<file path="config.mk">
export PLATFORM = sky130hd
export DESIGN_NAME = tc_io_responder
export DESIGN_NICKNAME = d
export VERILOG_FILES = /design/src/rtl/tc_io_pkg.sv /design/src/rtl/tc_io_fifo.sv /design/src/rtl/tc_io_responder.sv
export SDC_FILE = /design/constraint.sdc
export NUM_CORES = 1
export LEC_CHECK = 0
export BUFFER_PORTS_ARGS = -buffer_cell sky130_fd_sc_hd__clkbuf_2
export CAP_MARGIN = 20
export CORE_MARGIN = 2
export CORE_UTILIZATION = 60
export DETAILED_ROUTE_END_ITERATION = 10
export PLACE_DENSITY_LB_ADDON = 0.15
export SETUP_SLACK_MARGIN = 0.05
export SLEW_MARGIN = 20
export SYNTH_ARGS = -nofsm -noshare
export SYNTH_HDL_FRONTEND = slang
export SYNTH_SLANG_ARGS = --single-unit
</file>
<file path="constraint.sdc">
create_clock -name Ph0 -period 6.9 [get_ports Ph0]
set_input_delay 0.69 -clock Ph0 [delete_from_list [all_inputs] [get_ports Ph0]]
set_output_delay 0.69 -clock Ph0 [all_outputs]
set_load 0.005 [all_outputs]
</file>
<file path="src/rtl/tc_io_pkg.sv">
// Shared defaults for the TinyComp I/O responder: word width and FIFO depth.
package tc_io_pkg;

  localparam int unsigned TC_IO_WIDTH      = 32;
  localparam int unsigned TC_IO_DEPTH_LOG2 = 4;
  localparam int unsigned TC_IO_DEPTH      = 1 << TC_IO_DEPTH_LOG2;

endpackage

</file>
<file path="src/rtl/tc_io_fifo.sv">
// Synchronous fall-through FIFO with a zero-latency head; head reads 0 when empty.
// A push is refused when full as seen before any same-cycle pop.
module tc_io_fifo #(
  parameter int unsigned WIDTH      = 32,
  parameter int unsigned DEPTH_LOG2 = 4
) (
  input  logic             clk,
  input  logic             reset,
  input  logic             push,
  input  logic [WIDTH-1:0] push_data,
  input  logic             pop,
  output logic             full,
  output logic             empty,
  output logic [WIDTH-1:0] head
);

  localparam int unsigned DEPTH = 1 << DEPTH_LOG2;
  localparam int unsigned PW    = DEPTH_LOG2 + 1;

  logic [PW-1:0]    wr_ptr_q, wr_ptr_d;
  logic [PW-1:0]    rd_ptr_q, rd_ptr_d;
  logic [WIDTH-1:0] mem_q [DEPTH];
  logic [WIDTH-1:0] mem_d [DEPTH];
  logic             push_ok;
  logic             pop_ok;

  // Pointers carry a wrap bit above the index to tell full from empty.
  assign empty   = (wr_ptr_q == rd_ptr_q);
  assign full    = (wr_ptr_q[PW-1] != rd_ptr_q[PW-1]) &&
                   (wr_ptr_q[DEPTH_LOG2-1:0] == rd_ptr_q[DEPTH_LOG2-1:0]);
  assign push_ok = push & ~full;
  assign pop_ok  = pop & ~empty;
  assign head    = empty ? '0 : mem_q[rd_ptr_q[DEPTH_LOG2-1:0]];

  always_comb begin
    wr_ptr_d = wr_ptr_q;
    rd_ptr_d = rd_ptr_q;
    mem_d    = mem_q;
    if (push_ok) begin
      mem_d[wr_ptr_q[DEPTH_LOG2-1:0]] = push_data;
      wr_ptr_d = wr_ptr_q + PW'(1);
    end
    if (pop_ok) begin
      rd_ptr_d = rd_ptr_q + PW'(1);
    end
  end

  always_ff @(posedge clk) begin
    if (reset) begin
      wr_ptr_q <= '0;
      rd_ptr_q <= '0;
    end else begin
      wr_ptr_q <= wr_ptr_d;
      rd_ptr_q <= rd_ptr_d;
    end
  end

  // Storage needs no reset: the pointers alone define what is valid.
  always_ff @(posedge clk) begin
    mem_q <= mem_d;
  end

endmodule

</file>
<file path="src/rtl/tc_io_responder.sv">
// Peripheral-side responder for TinyComp Input/Output instructions, one FIFO per direction.
// Optional Loopback port (output FIFO feeds input FIFO) is built when TC_IO_LOOPBACK_EN is defined.
module tc_io_responder
  import tc_io_pkg::*;
#(
  parameter int unsigned WIDTH      = TC_IO_WIDTH,
  parameter int unsigned DEPTH_LOG2 = TC_IO_DEPTH_LOG2
) (
  input  logic             Ph0,
  input  logic             Reset,
`ifdef TC_IO_LOOPBACK_EN
  input  logic             Loopback,
`endif
  input  logic             InStrobe,
  input  logic             OutStrobe,
  input  logic [WIDTH-1:0] OutData,
  output logic [WIDTH-1:0] InData,
  output logic             InRdy,
  input  logic [WIDTH-1:0] DevInData,
  input  logic             DevInValid,
  output logic             DevInReady,
  output logic [WIDTH-1:0] DevOutData,
  output logic             DevOutValid,
  input  logic             DevOutReady,
  output logic             Underflow,
  output logic             Overflow
);

  logic             loopback;
  logic             in_full, in_empty, out_full, out_empty;
  logic             in_push, in_pop, out_pop, lb_xfer;
  logic [WIDTH-1:0] in_push_data, out_head;
  logic             underflow_q, underflow_d;
  logic             overflow_q, overflow_d;

`ifdef TC_IO_LOOPBACK_EN
  assign loopback = Loopback;
`else
  assign loopback = 1'b0;
`endif

  // In loopback the device side is masked and words move output FIFO -> input FIFO.
  assign lb_xfer      = loopback & ~out_empty & ~in_full;
  assign DevInReady   = ~loopback & ~in_full;
  assign DevOutValid  = ~loopback & ~out_empty;
  assign DevOutData   = out_head;
  assign InRdy        = ~in_empty;
  assign in_push      = loopback ? lb_xfer : (DevInValid & DevInReady);
  assign in_push_data = loopback ? out_head : DevInData;
  assign in_pop       = InStrobe & InRdy;
  assign out_pop      = loopback ? lb_xfer : (DevOutValid & DevOutReady);

  tc_io_fifo #(.WIDTH(WIDTH), .DEPTH_LOG2(DEPTH_LOG2)) u_in_fifo (
    .clk       (Ph0),
    .reset     (Reset),
    .push      (in_push),
    .push_data (in_push_data),
    .pop       (in_pop),
    .full      (in_full),
    .empty     (in_empty),
    .head      (InData)
  );

  tc_io_fifo #(.WIDTH(WIDTH), .DEPTH_LOG2(DEPTH_LOG2)) u_out_fifo (
    .clk       (Ph0),
    .reset     (Reset),
    .push      (OutStrobe),
    .push_data (OutData),
    .pop       (out_pop),
    .full      (out_full),
    .empty     (out_empty),
    .head      (out_head)
  );

  // Sticky error flags, cleared only by reset.
  always_comb begin
    underflow_d = underflow_q | (InStrobe & in_empty);
    overflow_d  = overflow_q | (OutStrobe & out_full);
  end

  always_ff @(posedge Ph0) begin
    if (Reset) begin
      underflow_q <= 1'b0;
      overflow_q  <= 1'b0;
    end else begin
      underflow_q <= underflow_d;
      overflow_q  <= overflow_d;
    end
  end

  assign Underflow = underflow_q;
  assign Overflow  = overflow_q;

endmodule

</file>
==> results.json, run 1 <==
{
  "cp-startpoint": "u_in_fifo.rd_ptr_q[0]",
  "cap_violations": 0,
  "ios": 139,
  "syn_nets": 1863,
  "cts-root-buf": "clkbuf_16",
  "worstPathArrival_ns": 3.71,
  "finalPower_w": 0.0140,
  "dp_hpwl_um": 43400,
  "grt_pass1_wl_um": 130000,
  "tritoncts": "done",
  "synth_top_area_frac": 0.767,
  "setup_violations": 0,
  "timing.rr.start": "u_in_fifo.rd_ptr_q[1]",
  "grt_overflow": 0,
  "row_count": 94,
  "cts.repair.resized": 0,
  "ys_types": 39,
  "finClkSkew_ns": 0.0206,
  "clock_sinks": 1046,
  "place.gp.congestion": 0.757,
  "initial_utilization": 0.608,
  "yosysWarnings": 0,
  "clk_pin_slew_ns": 0.06,
  "min_period_ns": 4.40,
  "postSynthCellCount": 1783,
  "power_frac_comb": 0.098,
  "drt_iter0_markers": 2586,
  "p_sw_w": 0.00310,
  "insertion_delay_ns": 0.66,
  "wirelength_um": 88300,
  "rsz0062_at_grt": "no",
  "synth_enable_flop_cells": 1024,
  "cts_buffers": 100,
  "drive_above_1_share": 0.312,
  "area_growth_pct": 12.4,
  "synthTopCellsByArea": "edfxtp_1, mux4_2, a22oi_1",
  "wire_per_inst_um": 30.4,
  "crit_path_max_fanout": 50,
  "cts_hold_buf": 0,
  "chipHeight_um": 262,
  "syn-mean-instance-area_um2": 22.5,
  "intPower_w": 0.0109,
  "start_kind": "flip-flop",
  "die_w_um": 262,
  "viasPerCell": 6.66,
  "ys.flop_type": "edfxtp_1",
  "timing.final.ws_setup_ns": 2.50,
  "p_leak_nw": 14.2,
  "seqPwrFrac": 0.511,
  "synth.largest_area_cell": "edfxtp_1",
  "dieArea_mm2": 0.0689,
  "vias": 19400,
  "swShare": 0.222,
  "io_buffers": 138,
  "path_class": "flip-flop to output pin",
  "max_slew_margin": 0.257,
  "antenna_found_initial": 4,
  "post-cts-setup-buffer-count": 0,
  "pwr-share-clk": 0.392,
  "drcViolationCount": 0,
  "min_path_type": "input port to flip-flop",
  "drtPass1Iterations": 5,
  "fmax_mhz": 227,
  "fin_tns_setup_ns": 0,
  "hold_violations": 0,
  "post-route-period-util": 0.637,
  "maxSlewViolCount": 0,
  "grt_max_degree": 121,
  "vdd_ir_drop_max_mv": 0.222,
  "clockBufferDepth": 3,
  "fin_nets": 2040,
  "htree_levels": 3,
  "coreArea_mm2": 0.0660,
  "hold_path.startpoint": "InStrobe",
  "yosysSeqAreaShare": 0.778,
  "netlist_area_mm2": 0.0401,
  "nFillCells": 4051,
  "ant_nets": 0,
  "cp-end-kind": "output pin",
  "pre_cts_ws_ns": 3.09,
  "worstMarginPinSlew_ns": 1.11,
  "run_status": "completed",
  "async_flop_share": 0,
  "p_per_area_mw_per_mm2": 311,
  "track_usage": 0.258,
  "ys_ff_latch": 1046,
  "critical_path_required_ns": 6.21,
  "grt_pass1_vias": 19700
}
## synthesized netlist by cell type, drive strengths merged, types with 2 or more instances
| cell type | number |
|---|---|
| edfxtp | 1024 |
| mux4 | 256 |
| a22oi | 128 |
| a21oi | 72 |
| buf | 62 |
| clkbuf | 48 |
| and3 | 30 |
| nor2 | 24 |
| dfxtp | 22 |
| nor2b | 14 |
| inv | 12 |
| ha | 10 |
| mux2 | 10 |
| nand2 | 10 |
| xnor2 | 10 |
| nand3 | 6 |
| o21ai | 6 |
| o311ai | 6 |
| and2 | 4 |
| and4 | 4 |
| nand4 | 4 |
| a211o | 2 |
| a21boi | 2 |
| a31oi | 2 |
| mux2i | 2 |
| nor4 | 2 |
| o2111ai | 2 |
| o211ai | 2 |
| o31ai | 2 |
| or3 | 2 |
| xor2 | 2 |
## worst paths after layout
path | endpoint | slack [ns] | cells past startpoint
min reg2reg | Underflow | 0.49 | 2
min | Underflow | 0.37 | 3
max | InData[25] | 2.50 | 5
max reg2reg | u_in_fifo.mem_q[435] | 3.53 | 5
## placed cells by master (no fill, tap or decap), types with 10 or more instances in the layout
cell type	Yosys	layout
nor2_1	24	20
clkinv_1	1	25
clkbuf_16	0	105
clkinv_2	0	20
dfxtp_1	22	18
a22oi_1	128	128
a21oi_1	68	68
nor2b_1	14	10
nand2_1	10	10
and3_2	0	30
buf_4	5	44
mux2_1	10	10
inv_1	11	11
bufinv_16	0	11
ha_1	10	10
clkbuf_1	46	16
edfxtp_1	1024	1024
xnor2_1	10	10
clkbuf_2	2	138
mux4_2	256	256
## routing by layer
metal,vias to the layer above,wire length [µm],GRT usage
met5,-,35,0
met4,6,1430,0.0646
met3,110,7810,0.0463
met2,968,43100,0.404
met1,10300,36000,0.388
li1,7959,-,-
## sequential cells by signal, indices dropped and copies added, names as in the netlist
name                 cells
u_out_fifo.rd_ptr_q      5
u_out_fifo.mem_q       512
Overflow                 1
u_out_fifo.wr_ptr_q      5
Underflow                1
u_in_fifo.rd_ptr_q       5
u_in_fifo.mem_q        512
u_in_fifo.wr_ptr_q       5
## power groups by stage
stage / combinational [W] / clock (W) / sequential (W)
2_1_floorplan: 0.00102 / 0 / 0.00721
3_3_place_gp: 0.00137 / 0 / 0.00728
3_5_place_dp: 0.00138 / 0 / 0.00729
4_1_cts: 0.00139 / 0.00556 / 0.00715
5_1_grt: 0.00148 / 0.00579 / 0.00716
6_report: 0.00137 / 0.00548 / 0.00715
## metrics by stage
step,instances,cell area (µm²),util,hold WS (ns)
global route,2908,45000,0.683,0.371
global placement,2721,41700,0.632,0.468
finish,2908,45000,0.683,0.372
floorplan,1783,40100,-,0.461
detailed placement,2721,41700,0.632,0.471
CTS,2906,45000,0.682,0.327
## area by class of cell
cell class	instances	area, µm²	share of cell area
repair buffers	185	1080	0.0240
multi-input cells	614	8330	0.185
diodes	1	2.50	0.0000556
well taps	864	1080	0.0240
flip-flops and latches	1046	31200	0.693
clock inverters	64	614	0.0136
clock buffers	121	2690	0.0597
inverters	13	48.8	0.00108
## worst max-delay path, cell delays in order, from the launching register on
cell and delay [ns]:
dfxtp_4 0.92, buf_4 0.91, mux4_2 0.61, a22oi_1 0.24
a21oi_1 0.15, clkbuf_2 0.15
## logic make-up (layout without fill, tap and decap cells)
kind of cell / count (synthesis) / count (layout) / synth area share
xor gates and xnor gates: 12 / 12 / 0.00281
and+or+nand+nor: 100 / 100 / 0.0135
DFF: 1046 / 1046 / 0.778
AOI/OAI and AO/OA: 224 / 224 / 0.0383
other: 0 / 1 / 0
muxes: 268 / 268 / 0.147
adders and majority gates: 10 / 10 / 0.00312
buffers and inverters: 123 / 383 / 0.0171
No activity file was read; power rests on OpenSTA's default activity.
==> run 2, diff against run 1 <==
- clock period: 6.9 -> 4.56 ns (I/O delays scaled with it)
==> results.json, run 2 (synthesis results as in run 1) <==
{
  "setup_violations": 0,
  "grt_max_degree": 133,
  "htree_levels": 3,
  "drcViolationCount": 0,
  "finalPower_w": 0.0211,
  "ios": 139,
  "post-cts-setup-buffer-count": 0,
  "reg_top3": "u_in_fifo.mem_q (512), u_out_fifo.mem_q (512)",
  "worstMarginPinSlew_ns": 1.10,
  "crit_path_max_fanout": 38,
  "coreArea_mm2": 0.0660,
  "cts_buffers": 100,
  "vdd_ir_drop_max_mv": 0.331,
  "final_cell_mix": "edfxtp_1, mux4_2, clkbuf_2, a22oi_1, clkbuf_16",
  "start_kind": "flip-flop",
  "maxSlewViolCount": 0,
  "ff2ff_setup_slack_ns": 1.47,
  "grt_pass1_wl_um": 130000,
  "worstPathArrival_ns": 3.25,
  "cp-end-kind": "output pin",
  "cts_hold_buf": 0,
  "fmax_mhz": 270,
  "clk_pin_slew_ns": 0.06,
  "hold_ws_ns": 0.144,
  "intPower_w": 0.0164,
  "row_count": 94,
  "p_sw_w": 0.00467,
  "cts-root-buf": "clkbuf_16",
  "fin_nets": 2056,
  "fin_tns_setup_ns": 0,
  "drive_above_1_share": 0.316,
  "seqPwrFrac": 0.511,
  "tritoncts": "done",
  "p_leak_nw": 14.3,
  "insertion_delay_ns": 0.66,
  "min_path_type": "input port to flip-flop",
  "power_frac_comb": 0.103,
  "run_status": "completed",
  "min_period_ns": 3.70,
  "pwr-share-clk": 0.386,
  "finClkSkew_ns": 0.0159,
  "io_buffers": 138,
  "chipHeight_um": 262,
  "path_class": "flip-flop to output pin",
  "hold_violations": 0,
  "viasPerCell": 6.62,
  "cap_violations": 0,
  "clockBufferDepth": 3,
  "grt_pass1_vias": 19800,
  "drt_iter0_markers": 2324,
  "post-route-period-util": 0.812,
  "die_w_um": 262,
  "drtPass1Iterations": 5,
  "max_slew_margin": 0.269,
  "initial_utilization": 0.608,
  "wire_per_inst_um": 29.9,
  "clock_sinks": 1046,
  "track_usage": 0.258,
  "area_growth_pct": 12.7,
  "critical_path_required_ns": 4.10,
  "place.gp.congestion": 0.753,
  "antenna_found_initial": 7,
  "wirelength_um": 87500,
  "vias": 19400,
  "dp_hpwl_um": 47300,
  "ant_nets": 0,
  "rsz0062_at_grt": "no",
  "mostFrequentLayoutCell": "edfxtp_1",
  "cts.repair.resized": 0,
  "dieArea_mm2": 0.0689,
  "p_per_area_mw_per_mm2": 466,
  "grt_overflow": 0,
  "swShare": 0.222
}
[run 2: routing by layer]
metal	track usage	vias up	share of wire
li1	-	8007	-
met1	0.380	10300	0.40
met2	0.400	949	0.48
met3	0.0509	148	0.088
met4	0.0794	6	0.023
met5	0	-	0.00042
[run 2: per-stage QoR]
stage	worst slack, ns	cells	area, µm²	util
after floorplan	2.09	1783	40100	-
after global placement	1.47	2736	41900	0.634
after detailed placement	1.46	2736	41900	0.634
after CTS	0.800	2922	45100	0.684
after global routing	0.626	2928	45200	0.685
final	0.858	2928	45200	0.685
[run 2: power groups by stage]
stage	Sequential (W)	Clock (W)	Combinational, W
final	0.0108	0.00814	0.00217
after global routing	0.0108	0.00862	0.00234
after CTS	0.0108	0.00826	0.00219
after detailed placement	0.0110	0	0.00218
after global placement	0.0110	0	0.00215
after floorplan	0.0109	0	0.00155
[run 2: area by class of cell]
cell class	instances	area, µm²
Tap cell	864	1080
Clock inverter	59	502
Sequential cell	1046	31200
Inverter	13	48.8
Multi-Input combinational cell	614	8330
Antenna cell	4	10.0
Clock buffer	127	2750
Timing Repair Buffer	201	1250
Fill cell	4050	20800
[run 2: final timing paths]
check / end / depth (start not counted) / start
setup / recovery: InData[18] / 6 / u_in_fifo.rd_ptr_q[1]
hold / removal: Underflow / 3 / InStrobe
setup reg to reg: u_out_fifo.mem_q[45] / 5 / u_out_fifo.rd_ptr_q[0]
hold reg to reg: Overflow / 2 / Overflow
[run 2: worst max-delay path, stage by stage, from the launching register on]
cell and delay, ns:
dfxtp_4 0.73, xnor2_1 0.21, nand4_1 0.28, nor2_4 0.70, buf_4 0.39, a21oi_1 0.11
clkbuf_2 0.14
